--- src/rtl/gp_switch_conditioner.sv ---
// Switch input conditioner: two-flop synchroniser, per-bit debounce counter,
// rise/fall pulses, sticky change flags and a masked, registered change IRQ.
module gp_switch_conditioner #(
    parameter int unsigned          NUM_SW          = 16,
    parameter int unsigned          DEBOUNCE_CYCLES = 50000,
    parameter logic [NUM_SW-1:0]    RESET_VAL       = '0
) (
    input  logic              clk,
    input  logic              rst,
    input  logic [NUM_SW-1:0] sw_pin_i,
    input  logic [NUM_SW-1:0] irq_mask_i,
    input  logic              irq_clear_i,
    output logic [NUM_SW-1:0] sw_stable_o,
    output logic [NUM_SW-1:0] sw_rise_o,
    output logic [NUM_SW-1:0] sw_fall_o,
    output logic [NUM_SW-1:0] sw_change_o,
    output logic              sw_irq_o
);

    localparam int unsigned CNT_W_RAW = $clog2(DEBOUNCE_CYCLES + 1);
    localparam int unsigned CNT_W     = (CNT_W_RAW < 1) ? 1 : CNT_W_RAW;
    localparam logic [CNT_W-1:0] CNT_LAST = CNT_W'(DEBOUNCE_CYCLES - 1);

    logic [NUM_SW-1:0] s1_q, s2_q;
    logic [NUM_SW-1:0] stable_q, stable_d;
    logic [NUM_SW-1:0] rise_q, rise_d;
    logic [NUM_SW-1:0] fall_q, fall_d;
    logic [NUM_SW-1:0] change_q, change_d;
    logic [NUM_SW-1:0] accept;
    logic              irq_q, irq_d;
    logic [CNT_W-1:0]  cnt_q [NUM_SW];
    logic [CNT_W-1:0]  cnt_d [NUM_SW];

    always_comb begin
        stable_d = stable_q;
        rise_d   = '0;
        fall_d   = '0;
        accept   = '0;
        cnt_d    = cnt_q;
        for (int i = 0; i < NUM_SW; i++) begin
            if (s2_q[i] == stable_q[i]) begin
                cnt_d[i] = '0;
            end else if (cnt_q[i] == CNT_LAST) begin
                stable_d[i] = s2_q[i];
                cnt_d[i]    = '0;
                accept[i]   = 1'b1;
                rise_d[i]   = s2_q[i];
                fall_d[i]   = ~s2_q[i];
            end else begin
                cnt_d[i] = cnt_q[i] + CNT_W'(1);
            end
        end
        // A new accept on a bit wins over a coincident clear.
        change_d = (irq_clear_i ? '0 : change_q) | accept;
        irq_d    = |(change_q & irq_mask_i);
    end

    always_ff @(posedge clk) begin
        if (rst) begin
            s1_q     <= RESET_VAL;
            s2_q     <= RESET_VAL;
            stable_q <= RESET_VAL;
            rise_q   <= '0;
            fall_q   <= '0;
            change_q <= '0;
            irq_q    <= 1'b0;
            for (int i = 0; i < NUM_SW; i++) begin
                cnt_q[i] <= '0;
            end
        end else begin
            s1_q     <= sw_pin_i;
            s2_q     <= s1_q;
            stable_q <= stable_d;
            rise_q   <= rise_d;
            fall_q   <= fall_d;
            change_q <= change_d;
            irq_q    <= irq_d;
            cnt_q    <= cnt_d;
        end
    end

    assign sw_stable_o = stable_q;
    assign sw_rise_o   = rise_q;
    assign sw_fall_o   = fall_q;
    assign sw_change_o = change_q;
    assign sw_irq_o    = irq_q;

endmodule

--- config.mk ---
export PLATFORM = sky130hd
export DESIGN_NAME = gp_switch_conditioner
export DESIGN_NICKNAME = d
export VERILOG_FILES = /design/src/rtl/gp_switch_conditioner.sv
export SDC_FILE = /design/constraint.sdc
export NUM_CORES = 1
export LEC_CHECK = 0
export CORE_MARGIN = 5
export CORE_UTILIZATION = 55
export DETAILED_ROUTE_END_ITERATION = 6
export PLACE_DENSITY = 0.75
export SLEW_MARGIN = 20
export SYNTH_ARGS = -nofsm -noshare
export SYNTH_HDL_FRONTEND = slang
export SYNTH_SLANG_ARGS = --single-unit
export TNS_END_PERCENT = 1
--- constraint.sdc ---
create_clock -name clk -period 2.2 [get_ports clk]
set_input_delay 0.22 -clock clk [delete_from_list [all_inputs] [get_ports clk]]
set_output_delay 0.22 -clock clk [all_outputs]
set_load 0.01 [all_outputs]
After elaboration in Yosys (flattened, before gate mapping)
Index checks and enable logic that the tools add are counted.
Operators by class
  $add $sub $neg: 16
  equality and inequality tests: 32
  multiplexer cells: 33
  bitwise gates (word level): 50
  reduce and logical (&&, ||, !) cells: 49
Operator list (number)
  16-bit by 1-bit adder with 16-bit output, second input constant: 16
  16-bit == test, second input constant: 16
  3-bit OR reduction: 32
  1-bit inverter: 48
  1-bit 2-to-1 mux: 32
  2-bit AND reduction: 16
  16-bit AND: 1
  1-bit == test: 16
  16-bit 2-to-1 mux: 1
  16-bit bitwise OR: 1
  16-bit OR reduction: 1
Storage, ports and cells
  flip-flop bits (word level): 353
  input port bits: 35
  output and inout port bits: 65
  word-level logic and storage cells: 248

Logic depth before layout (Yosys ltp)
Gate-level depths: netlist of the first run.
  word-level depth: 4
  depth in mapped cells: 7

Least setup slack after synthesis of the first run
OpenSTA, ideal clock, no wires.
  kind: reg-to-reg
  from: register cnt_q[196] in the netlist's numbering
  to: register cnt_q[206] in the netlist's numbering
  library setup time: 0.115 ns
  arrival time: 1.771 ns
  required time: 2.085 ns
  setup slack: 0.315 ns
  cell stages (with the launch flop): 6
  period minus slack after synthesis: 1.885 ns
  cell sequence: dfxtp_1 or4_1 or4_4 o21ai_4 buf_6 nor2_1
Between the ends
  longest elaborated chain between the ends: 2
  elaborated cells between the ends (all ways): 3
  classes of those cells: add/sub (1); eq/ne (1); reduce/logical (1)
Ends and longest elaborated chain
  from (decl): line 31  | logic [CNT_W-1:0] cnt_q [NUM_SW];
  from (signal assigned): line 78  | cnt_q <= cnt_d;
  branches (longest 2 deep; another with 16-bit by 1-bit adder with 16-bit output)
Several ways; the timed one is not identified.
A chain may end at the register's enable or synchronous reset.

Worst setup path after layout of the first run
  from: register cnt_q[196] in the netlist's numbering
  to: register cnt_q[204] in the netlist's numbering
Same word-level chain as after synthesis.

==> results of run 1 <==
-- cell type report --
class                      instances  area, µm²  area share (%)
clock buffer                      53       1131           6.565
multi-input combinational       1137       6948           40.33
clock inverter                    16      305.3           1.772
sequential                       353       7067           41.02
timing repair buffer             121       1166           6.769
tap                              335      419.2           2.433
inverter                          51      191.4           1.111
-- path summary, 6_finish.rpt --
kind         slack, ns                  start  cells after the start                      endpoint
min reg2reg       0.44     s1_q[9]$_SDFF_PP0_                      1            s2_q[9]$_SDFF_PP0_
min               0.12                    rst                      2  sw_stable_o[14]$_SDFFE_PP0P_
max reg2reg       0.15  cnt_q[196]$_SDFF_PP0_                      4         cnt_q[204]$_SDFF_PP0_
max               0.15  cnt_q[196]$_SDFF_PP0_                      4         cnt_q[204]$_SDFF_PP0_
-- placed cells by master, fill, tap and decap left out, types with 4 or more instances in the layout --
cell type        instances
a21o_1                  11
a21oi_1                  6
and2_1                  15
and3_1                  26
and4_1                   5
buf_4                   22
bufinv_16                8
clkbuf_1                 6
clkbuf_16               41
clkbuf_8                 6
clkdlybuf4s50_1         98
dfxtp_1                353
ha_1                    16
inv_1                   51
mux2i_1                 14
nand2_1                 62
nand2b_1                12
nand3_1                 84
nand4_1                 72
nand4b_1                 5
nor2_1                 321
nor2b_1                 35
nor3_1                  68
nor4_1                  72
nor4b_1                  9
nor4bb_1                15
o21ai_0                  5
or4_1                    7
or4_4                    4
or4bb_1                  4
xnor2_1                194
xor2_1                  42
-- state kept, by name (all words and copies together), names as in the netlist --
signal	count
sw_change_o	16
cnt_q	256
sw_rise_o	16
sw_irq_o	1
sw_fall_o	16
s2_q	16
s1_q	16
sw_stable_o	16
-- power by group --
group | total (µW) | internal [µW] | switching, µW | leakage, µW
clock | 7070 | 4550 | 2520 | 0.000700
combinational | 198 | 96.9 | 101 | 0.00197
sequential | 6450 | 6430 | 24.6 | 0.00285
-- per-stage QoR --
| step | hold WS (ns) | utilization, % | area (µm²) |
|---|---|---|---|
| finish | 0.1185 | 66.49 | 17230 |
| detailed placement | 0.4262 | 60.94 | 15790 |
| global placement | 0.4164 | 60.94 | 15790 |
| CTS | 0.1054 | 66.49 | 17230 |
| global route | 0.1303 | 66.49 | 17230 |
| floorplan | 0.3482 | - | 14380 |
-- logic make-up after synthesis --
kind of cell             Yosys count
AND/OR/NAND/NOR                  836
XOR/XNOR                         236
multiplexers                      14
flip-flops                       353
AO/OA/AOI/OAI                     35
adder cells (fa/ha/maj)           16
buffers and inverters             89
-- critical path, delay by kind of cell, from the launching register on --
kind / cells / cell delay [ns]
AND/OR/NAND/NOR: 3 / 1.20
flip-flops: 1 / 0.34
AO/OA/AOI/OAI: 1 / 0.37
-- layer usage --
metal	global-route usage, %	vias up
li1	-	5659
met1	25.59	5093
met2	32.50	171
met3	3.264	58
met4	7.165	0
met5	0	-
==> reports/summary.txt, run 1 <==
Synth area leaders -> dfxtp_1 (49%), xnor2_1 (12%), nor2_1 (8.4%)
RSZ-0062 raised after global routing -> no
via count -> 10980
met2 routed WL -> 13690 µm
mux contribution to synthesized area -> 0.9746%
GRT Residual Overflow -> 0
Hold Vio Cnt, Final -> 0
post-synth top area share -> 49.15%
Worst path slowest cell -> or4_1
Clock transition at path regs -> 0.06 ns
sequential area share after synthesis -> 49.15%
synthesized cell area -> 0.01438 mm²
CP Class -> reg2reg
largest family of logic cells by synthesized area -> simple AND/OR/NAND/NOR gates
fin. max-slew vios -> 0
Hold WC Path Type -> in2reg
hpwl dp -> 19970 µm
fill cell count -> 2125
Post-synth ARST share -> 0%
CP peak stage delay -> 0.55 ns
1st-iter DRT viols -> 612
most frequent cells after synthesis -> dfxtp_1 (353), nor2_1 (322), xnor2_1 (194), nand3_1 (84)
Post-Synthesis Cells -> 1579
final setup fails -> 0
Die Y -> 171.7 µm
XOR/XNOR share of the synthesized area -> 14.38%
Post-Synth Adder-Cell Area -> 1.392%
GP Congestion -> 0.8913
I/O pins -> 100
leading cell type by number of instances after synthesis -> dfxtp_1
static leakage power -> 0.005523 µW
Fmax -> 487.8 MHz
period utilisation layout -> 93.19%
Cell Chain, Critical Path -> or4_1 -> or4_4 -> o21ai_4 -> nor2_1
Post-Syn Nets -> 1630
core area -> 0.02591 mm²
Sink Count -> 353
H-Tree Depth -> 2
area grow syn2layout -> 19.81%
crit path max fanout -> 16
placed insts -> 1997
pre-CTS WS -> 0.1470 ns
Peak supply drop -> 0.0006002 V
largest net degree at the start of global routing -> 31
Initial Util -> 55.49%
Antenna diodes -> 0
wire length per cell -> 13.92 µm
PortBufs -> 99
Seq cells post-synth -> 353
initial antenna violation count -> 0
Non-Filler Instances -> 2066
outcome -> completed
Post-Route M1 WL -> 13120 µm
simple-gate share of the synthesized area -> 29.75%
yosys warns -> 0
Pre-antenna DRT Iters -> 6
CTS Hold Bufs -> 0
Slew HR -> 61.92%
Synth Area in Compound Gates -> 1.810%
Critical Path RT -> 2.57 ns
number of synthesized flops with an enable pin -> 0
fin crit period -> 2.050 ns
Top Layer Used -> met4
post-CTS setup buffers -> 0
Main synth FF type -> dfxtp_1
setup TNS -> 0 ns
CTS Root Cell -> clkbuf_16
Antenna Violating Nets Remaining -> 0
synthesized area per cell -> 9.106 µm²
Clock Path Buffers -> 3
CP endpoint kind -> register
die width -> 171.7 µm
cts bufs inserted -> 38
Std-Cell Rows -> 59
Pwr Density -> 796.3 mW/mm²
Die ar. -> 0.02948 mm²
via/cell ratio -> 5.315
count of cell types in the netlist -> 49
drt drc -> 0
post-cts resize count -> 0
Final WS setup -> 0.1499 ns
metal3 WL -> 1062 µm
Clock Latency Late Sink -> 0.52 ns
share of cells above drive strength 1 -> 5.950%
Worst EP arrival -> 2.42 ns
clk_skew -> 0.02013 ns
vias in the first global route -> 10410
Worst-Margin Slew -> 0.5712 ns
max-cap viol count -> 0
Final #Nets -> 1753
cell taking the most area after synthesis -> dfxtp_1
CP Launch Type -> register
total power -> 13720 µW
CTS tree -> built
first-pass GRT wire length -> 48730 µm
Total GRT Usage -> 19.50%
DRT Wirelength -> 28770 µm
Power figures use the tool's default switching activity.
==> inputs of run 2 (changes only) <==
--- a/config.mk
+++ b/config.mk
@@ -5,7 +5,6 @@
 export SDC_FILE = /design/constraint.sdc
 export NUM_CORES = 1
 export LEC_CHECK = 0
-export CORE_MARGIN = 5
 export CORE_UTILIZATION = 55
 export DETAILED_ROUTE_END_ITERATION = 6
 export PLACE_DENSITY = 0.75
==> reports/summary.txt, run 2 (synthesized netlist as in run 1, its figures left out) <==
final setup fails -> 0
post-CTS setup buffers -> 0
Worst EP arrival -> 2.44 ns
initial antenna violation count -> 1
RSZ-0062 raised after global routing -> no
Fmax -> 484.9 MHz
Worst-Margin Slew -> 0.6429 ns
drt drc -> 0
Biggest register -> cnt_q
Crit path max-delay family -> simple AND/OR/NAND/NOR gates
clk_skew -> 0.009680 ns
first-pass GRT wire length -> 47910 µm
Cell Chain, Critical Path -> or4_1 -> or4_4 -> o21ai_4 -> nor2_1
CTS Root Cell -> clkbuf_16
post-route cell area -> 0.01700 mm²
Sink Count -> 353
Die ar. -> 0.02679 mm²
core area -> 0.02540 mm²
max reg flops -> 256
Pre-antenna DRT Iters -> 5
max-cap viol count -> 0
Critical Path RT -> 2.58 ns
share of cells above drive strength 1 -> 5.349%
crit path max fanout -> 15
hpwl dp -> 19290 µm
Final WS setup -> 0.1379 ns
Slew HR -> 57.14%
Final #Nets -> 1746
outcome -> completed
most frequent cells in the layout -> dfxtp_1 (353), nor2_1 (321), xnor2_1 (194)
period utilisation layout -> 93.73%
Worst path slowest cell -> or4_1
CTS Hold Bufs -> 0
Antenna Violating Nets Remaining -> 0
vias in the first global route -> 10300
Clock transition at path regs -> 0.06 ns
Die Y -> 163.7 µm
reg2reg setup slack -> 0.14 ns
H-Tree Depth -> 2
PortBufs -> 99
CP Class -> reg2reg
Min Hold Slack -> 0.1124 ns
static leakage power -> 0.005407 µW
fin. max-slew vios -> 0
via/cell ratio -> 5.307
CP peak stage delay -> 0.58 ns
Peak supply drop -> 0.0007961 V
die width -> 163.7 µm
Clock Latency Late Sink -> 0.50 ns
I/O pins -> 100
DRT Wirelength -> 28490 µm
setup TNS -> 0 ns
placed instance area -> 0.01574 mm²
Pwr Density -> 768.0 mW/mm²
via count -> 10880
Std-Cell Rows -> 58
Total GRT Usage -> 21.56%
CP Launch Type -> register
area grow syn2layout -> 18.22%
Antenna diodes -> 0
Hold WC Path Type -> in2reg
fin crit period -> 2.062 ns
Clock Path Buffers -> 3
wire length per cell -> 13.90 µm
commonest non-fill, non-tap cell in the layout -> dfxtp_1
CP endpoint kind -> register
cts bufs inserted -> 37
Hold Vio Cnt, Final -> 0
pre-CTS WS -> 0.1402 ns
GRT Residual Overflow -> 0
crit path buf inv count -> 0
post-cts resize count -> 0
1st-iter DRT viols -> 580
Initial Util -> 56.61%
CTS tree -> built
GP Congestion -> 0.8732
largest net degree at the start of global routing -> 40
## run 2: changes by cell type in the layout (fill, tap and decap cells not counted)
cell	delta
clkbuf_16	-4
clkinv_2	+3
clkbuf_8	-1
bufinv_16	-2
clkinvlp_4	+2
clkinv_4	-2
clkinv_8	-1
buf_4	-6
## run 2: worst reg2reg max path, delay by kind of cell (launching register included)
kind             cells  cell delay [ns]
flip-flops           1             0.34
AO/OA/AOI/OAI        1             0.36
AND/OR/NAND/NOR      3             1.25
## run 2: power by group
group	leakage (µW)	internal, µW	switching [µW]
sequential	0.00285	6430	25.2
clock	0.000612	3960	2450
combinational	0.00194	93.6	97.8
total	0.00541	10500	2570
## run 2: worst paths after layout
check	to	cells past startpoint	startpoint
worst min register to register	s2_q[8]$_SDFF_PP0_	1	s1_q[8]$_SDFF_PP0_
worst max-delay path	cnt_q[55]$_SDFF_PP0_	4	cnt_q[58]$_SDFF_PP0_
worst min-delay path	sw_stable_o[14]$_SDFFE_PP0P_	2	rst
worst max register to register	cnt_q[55]$_SDFF_PP0_	4	cnt_q[58]$_SDFF_PP0_
## run 2: per-layer routing
metal	wire length, µm	vias up	track usage, %
met2	13270	193	35.69
li1	-	5629	-
met3	1173	48	3.788
met4	678	0	7.323
met1	13360	5009	28.35
met5	0	-	0
## run 2: metrics by stage
step | total power, µW | utilization [%] | cells
floorplan | 6690 | - | 1579
CTS | 13190 | 66.93 | 2050
global placement | 6782 | 61.97 | 1986
global route | 13480 | 66.93 | 2050
finish | 13060 | 66.93 | 2050
detailed placement | 6788 | 61.97 | 1986
## run 2: final cells by class
type | count | area [µm²]
Timing Repair Buffer | 115 | 1121
Tap cell | 330 | 412.9
Inverter | 51 | 191.4
Fill cell | 2069 | 8401
Multi-Input combinational cell | 1137 | 6948
Clock inverter | 16 | 241.5
Sequential cell | 353 | 7067
Clock buffer | 48 | 1017
==> inputs of run 3 (changes only) <==
--- a/config.mk
+++ b/config.mk
@@ -8,6 +8,7 @@
 export CORE_UTILIZATION = 55
 export DETAILED_ROUTE_END_ITERATION = 6
 export PLACE_DENSITY = 0.75
+export SKIP_CTS_REPAIR_TIMING = 1
 export SLEW_MARGIN = 20
 export SYNTH_ARGS = -nofsm -noshare
 export SYNTH_HDL_FRONTEND = slang
==> results of run 3 <==
No change in the layout: final DEF, timing and power equal those of run 2.
